### config.mk
export PLATFORM = sky130hd
export DESIGN_NAME = mem_access_unit
export DESIGN_NICKNAME = d
export VERILOG_FILES = /design/src/rtl/mem_access_unit.sv
export SDC_FILE = /design/constraint.sdc
export NUM_CORES = 1
export LEC_CHECK = 0
export CELL_PAD_IN_SITES_DETAIL_PLACEMENT = 1
export CELL_PAD_IN_SITES_GLOBAL_PLACEMENT = 1
export CORE_ASPECT_RATIO = 1.4
export CORE_MARGIN = 2
export CORE_UTILIZATION = 25
export CTS_CLUSTER_SIZE = 30
export DETAILED_ROUTE_END_ITERATION = 7
export DONT_BUFFER_PORTS = 1
export PLACE_DENSITY_LB_ADDON = 0.1
export REMOVE_ABC_BUFFERS = 1
export SKIP_LAST_GASP = 1
export SYNTH_ARGS = -nofsm -noshare
export SYNTH_HDL_FRONTEND = slang
export SYNTH_SLANG_ARGS = --single-unit
### constraint.sdc
create_clock -name Clk -period 4.57 [get_ports Clk]
set_input_delay 0.6855 -clock Clk [delete_from_list [all_inputs] [get_ports Clk]]
set_output_delay 0.6855 -clock Clk [all_outputs]
set_load 0.05 [all_outputs]
### src/rtl/mem_access_unit.sv
// rtl/mem_access_unit.sv - memory-stage access controller with handshaked data port
// Alignment check, lane steering, ack wait with timeout, and load extension.
module mem_access_unit #(
  parameter int TIMEOUT = 64
) (
  input  logic        Clk,
  input  logic        Reset,
  input  logic [31:0] ALUResultIn,
  input  logic [31:0] ReadData2In,
  input  logic        MemReadIn,
  input  logic        MemWriteIn,
  input  logic [1:0]  MemSizeIn,
  input  logic        MemUnsignedIn,
  input  logic        MemAck,
  input  logic [31:0] MemRData,
  output logic        MemReq,
  output logic        MemWe,
  output logic [31:0] MemAddr,
  output logic [31:0] MemWData,
  output logic [3:0]  MemBe,
  output logic [31:0] LoadData,
  output logic        Stall,
  output logic        MisalignErr,
  output logic        BusErr
);

  typedef enum logic [1:0] {IDLE, REQ, DONE} stateT;

  localparam int CW = (TIMEOUT > 2) ? $clog2(TIMEOUT) : 1;
  localparam logic [CW-1:0] LastCount = CW'(TIMEOUT - 1);

  stateT          state;
  logic [CW-1:0]  waitCount;
  logic [1:0]     addrLo;
  logic [1:0]     sizeReg;
  logic           unsignedReg;

  logic           access;
  logic           misaligned;
  logic [3:0]     beNext;
  logic [31:0]    wDataNext;
  logic [31:0]    shifted;
  logic [31:0]    loadNext;

  always_comb begin
    access     = MemReadIn | MemWriteIn;
    misaligned = 1'b0;
    beNext     = 4'b1111;
    wDataNext  = ReadData2In;
    case (MemSizeIn)
      2'b00: begin
        beNext    = 4'b0001 << ALUResultIn[1:0];
        wDataNext = {4{ReadData2In[7:0]}};
      end
      2'b01: begin
        misaligned = ALUResultIn[0];
        beNext     = 4'b0011 << {ALUResultIn[1], 1'b0};
        wDataNext  = {2{ReadData2In[15:0]}};
      end
      default: misaligned = |ALUResultIn[1:0];
    endcase
  end

  // Little-endian lane select from the captured byte offset, then extend.
  always_comb begin
    shifted  = MemRData;
    loadNext = MemRData;
    case (sizeReg)
      2'b00: begin
        shifted  = MemRData >> {addrLo, 3'b000};
        loadNext = {{24{~unsignedReg & shifted[7]}}, shifted[7:0]};
      end
      2'b01: begin
        shifted  = MemRData >> {addrLo[1], 4'b0000};
        loadNext = {{16{~unsignedReg & shifted[15]}}, shifted[15:0]};
      end
      default: loadNext = MemRData;
    endcase
  end

  assign Stall = ((state == IDLE) & access & ~misaligned) | (state == REQ);

  always_ff @(posedge Clk or posedge Reset) begin
    if (Reset) begin
      state       <= IDLE;
      waitCount   <= '0;
      addrLo      <= 2'b00;
      sizeReg     <= 2'b00;
      unsignedReg <= 1'b0;
      MemReq      <= 1'b0;
      MemWe       <= 1'b0;
      MemAddr     <= '0;
      MemWData    <= '0;
      MemBe       <= '0;
      LoadData    <= '0;
      MisalignErr <= 1'b0;
      BusErr      <= 1'b0;
    end else begin
      MisalignErr <= 1'b0;
      BusErr      <= 1'b0;
      case (state)
        IDLE: begin
          if (access && misaligned) begin
            MisalignErr <= 1'b1;
          end else if (access) begin
            MemReq      <= 1'b1;
            MemWe       <= MemWriteIn;
            MemAddr     <= {ALUResultIn[31:2], 2'b00};
            MemWData    <= wDataNext;
            MemBe       <= beNext;
            addrLo      <= ALUResultIn[1:0];
            sizeReg     <= MemSizeIn;
            unsignedReg <= MemUnsignedIn;
            waitCount   <= '0;
            state       <= REQ;
          end
        end
        REQ: begin
          // An ack landing on the final allowed cycle still wins over the timeout.
          if (MemAck) begin
            MemReq <= 1'b0;
            if (!MemWe) LoadData <= loadNext;
            state  <= DONE;
          end else if (waitCount == LastCount) begin
            MemReq   <= 1'b0;
            LoadData <= '0;
            BusErr   <= 1'b1;
            state    <= DONE;
          end else begin
            waitCount <= waitCount + 1'b1;
          end
        end
        default: state <= IDLE;
      endcase
    end
  end

endmodule
==> flow_summary.toml <==
[worst_setup_path]
cp_slowest_stage_delay_ps = 710
cp_data_required_time_ps = 3880
setup.worst_path.class = "in -> out"
timing.critical_path.cells = "a2bb2oi_1 > a21oi_1 > nor2_1"
worst-path-max-fanout = 3
worst_setup_path_end_kind = "primary output"
cp_data_arrival_time_ps = 1920
r2r.worst_path.cells = 6
cpMaxStageDelayCell = "sky130_fd_sc_hd__nor2_1"
startpoint_type = "input port"

[synthesis]
yosys_register_bits = 115
synth_top_area_share_pct = 54.0
synth_top_cells_by_count = "sky130_fd_sc_hd__nand2_1, sky130_fd_sc_hd__dfrtp_1, sky130_fd_sc_hd__o21ai_0"
post_synthesis_compound_gate_area_fraction_pct = 14.5
synth-main-ff-cell = "sky130_fd_sc_hd__dfrtp_1"
yosysUniqueCellTypes = 47
synth_xor_area_share_pct = 0
synth_top_family_by_area = "simple AND/OR/NAND/NOR gates"
synthDominantAreaCellType = "sky130_fd_sc_hd__dfrtp_1"
synth_sequential_area_ratio_pct = 54.0
synthMostInstantiatedCell = "sky130_fd_sc_hd__nand2_1"
yosys-mux-area-fraction_pct = 7.16
number_of_instances_in_the_synthesized_netlist = 557
post_synth.cell_area_avg_um2 = 9.57
ys.warnings.count = 0
synth-simple-area-share_pct = 20.1
synth-edff-count = 0
post_synth_fa_ha_maj_area_fraction_pct = 0.235
synth_async_sr_flop_share_pct = 100
synthTopCellsByArea = "sky130_fd_sc_hd__dfrtp_1, sky130_fd_sc_hd__nand2_1, sky130_fd_sc_hd__mux2i_1, sky130_fd_sc_hd__a32o_1, sky130_fd_sc_hd__o21ai_0"
syn-cell-area_um2 = 5330

[pwr]
pwr_density_cell_nw_per_um2 = 861
share_comb_of_total_power_pct = 16.4
switching_share_pct = 50.3
power_switching_uw = 2650
cell_internal_pwr_uw = 2620
leakage_uw = 0.00279
power.clock.fraction_pct = 25.5
post-layout-total-power_uw = 5270
peak_supply_drop_v = 0.000357
power_frac_seq_pct = 58.1

[cts]
postCtsHoldBufs = 0
cts_setup_buffers = 0
tritoncts = "done"
clock_sink_count = 115
tritoncts.num_buffers = 17
worst_setup_hold_path_clk_slew_ps = 50
clock_insertion_delay_worst_skew_ps = 410
cts_max_path_buffers = 2
cts.htree.levels = 4
ctsResizeCount = 0
clock-root-buffer = "sky130_fd_sc_hd__clkbuf_16"

[global_routing]
total_grt_usage_pct = 15.1
grt_overflow_total = 0
number_of_global_route_vias_before_repair = 4563
grt_max_degree = 104
grt_first_pass_wirelength_um = 26200
grt_antenna_before_repair = 0

[run]
timing.max_cap.violations = 0

[routing]
detail_route.first_pass.iterations = 4
wire_per_inst_um = 20.4
detailedRoute.firstIterationViolations = 128
drt_drc_violations_left = 0
drt_wl_total_um = 16700
drtAntennaViolNets = 0
via_per_inst = 5.03
total_number_of_vias = 4103

[placement]
port_buffers = 0
dp_hpwl_um = 11400
gpl.final_weighted_congestion = 0.765
placed_cells = 786

[die]
die_y_um = 177
row_count = 63
design.die.area_um2 = 22500
start_util_pct = 25.3
top_level_ports = 209
die_w_um = 127
design.core.area_um2 = 21000

[sta]
timing.clock.skew_ps = 9.21
tightest_slew_ps = 1140
hold_violations = 0
final_max_slew_viol_count = 0
whs_ps = 151
setup_viol = 0
maxSlewHeadroom_pct = 23.8
grt_setup_unrepaired = "no"
totalNegativeSetupSlack_ps = 0
final.period_utilization_pct = 57.0
fmax_mhz = 384
final_period_minus_worst_setup_slack_ps = 2600

[min_path]
timing.hold.worst.class = "in -> async"

[run_status]
run_status = "finished, final reports clean"

[cells_and_area]
layout.cells.non_filler = 816
antenna_cells_inserted = 0
syn2layout_area_growth_pct = 14.9
nNetsFinal = 650
post_route_cells_drive_above_1_share_pct = 8.63
final_cell_utilization_of_the_core_pct = 29.1
==> worst max-delay path, delay by kind of cell <==
family,cells,cell delay [ps]
simple gates,1,710
compound gates,2,520
==> sequential cells by signal, indices dropped and copies added, names as in the netlist <==
signal,count
MisalignErr,1
MemBe,4
LoadData,32
addrLo,2
waitCount,6
state,2
MemAddr,30
MemWData,32
MemWe,1
MemReq,1
unsignedReg,1
sizeReg,2
BusErr,1
==> layer usage <==
layer / wire, um / share of wire [%] / vias up / track usage [%]
met5: 0 / 0 / - / 0
met4: 253 / 1.5 / 0 / 5.13
met3: 1800 / 11 / 18 / 7.32
met2: 8350 / 50 / 172 / 26.6
met1: 6260 / 38 / 2041 / 15.7
li1: - / - / 1872 / -
==> cell families after synthesis <==
kind of cell / Yosys count
and+or+nand+nor: 247
DFF: 115
AOI/OAI and AO/OA: 114
buffers and inverters: 44
muxes: 35
adders and majority gates: 1
other: 1
==> per-stage QoR <==
step / cell area [um2] / setup WS [ps]
floorplan: 5150 / 840
global placement: 5540 / 1940
detailed placement: 5540 / 1910
CTS: 6130 / 1950
global route: 6130 / 1930
finish: 6130 / 1970
==> power by group through the flow <==
stage / sequential, uW / combinational [uW] / clock, uW
6_report: 3060 / 867 / 1340
5_1_grt: 3130 / 1010 / 1430
4_1_cts: 3080 / 889 / 1390
3_5_place_dp: 3090 / 891 / 0
3_3_place_gp: 3100 / 854 / 0
2_1_floorplan: 2970 / 653 / 0
==> final cells by class <==
| class | count | area (um2) |
|---|---|---|
| Clock buffer | 26 | 519 |
| Clock inverter | 4 | 70.1 |
| Tap cell | 260 | 325 |
| Sequential cell | 115 | 2880 |
| Timing Repair Buffer | 6 | 45.0 |
| Inverter | 6 | 25.0 |
| Multi-Input combinational cell | 399 | 2260 |
| Fill cell | 2391 | 14900 |
==> cells in the final DEF, fill, tap and decap left out, types with 8 or more instances in the layout <==
cell type,synthesis,final
sky130_fd_sc_hd__or3_1,8,8
sky130_fd_sc_hd__o2bb2ai_1,8,8
sky130_fd_sc_hd__a32o_1,24,24
sky130_fd_sc_hd__mux2i_1,31,31
sky130_fd_sc_hd__clkbuf_16,0,17
sky130_fd_sc_hd__a21oi_1,23,23
sky130_fd_sc_hd__o21ai_0,46,46
sky130_fd_sc_hd__nand2b_1,26,26
sky130_fd_sc_hd__nand2_1,176,176
sky130_fd_sc_hd__nor2_1,17,17
sky130_fd_sc_hd__dfrtp_1,115,115
==> final timing paths <==
| check | start | end | slack, ps |
|---|---|---|---|
| worst max-delay path | MemWriteIn | Stall | 1970 |
| worst min-delay path | Reset | MemWData[30] | 150 |
| worst max register to register | waitCount[0] | LoadData[4] | 2210 |
| worst min register to register | waitCount[0] | waitCount[0] | 540 |
| max in group asynchronous | Reset | MemWData[8] | 3440 |
| min in group Clk | MemAck | BusErr | 350 |
(Power assumes the default switching activity.)
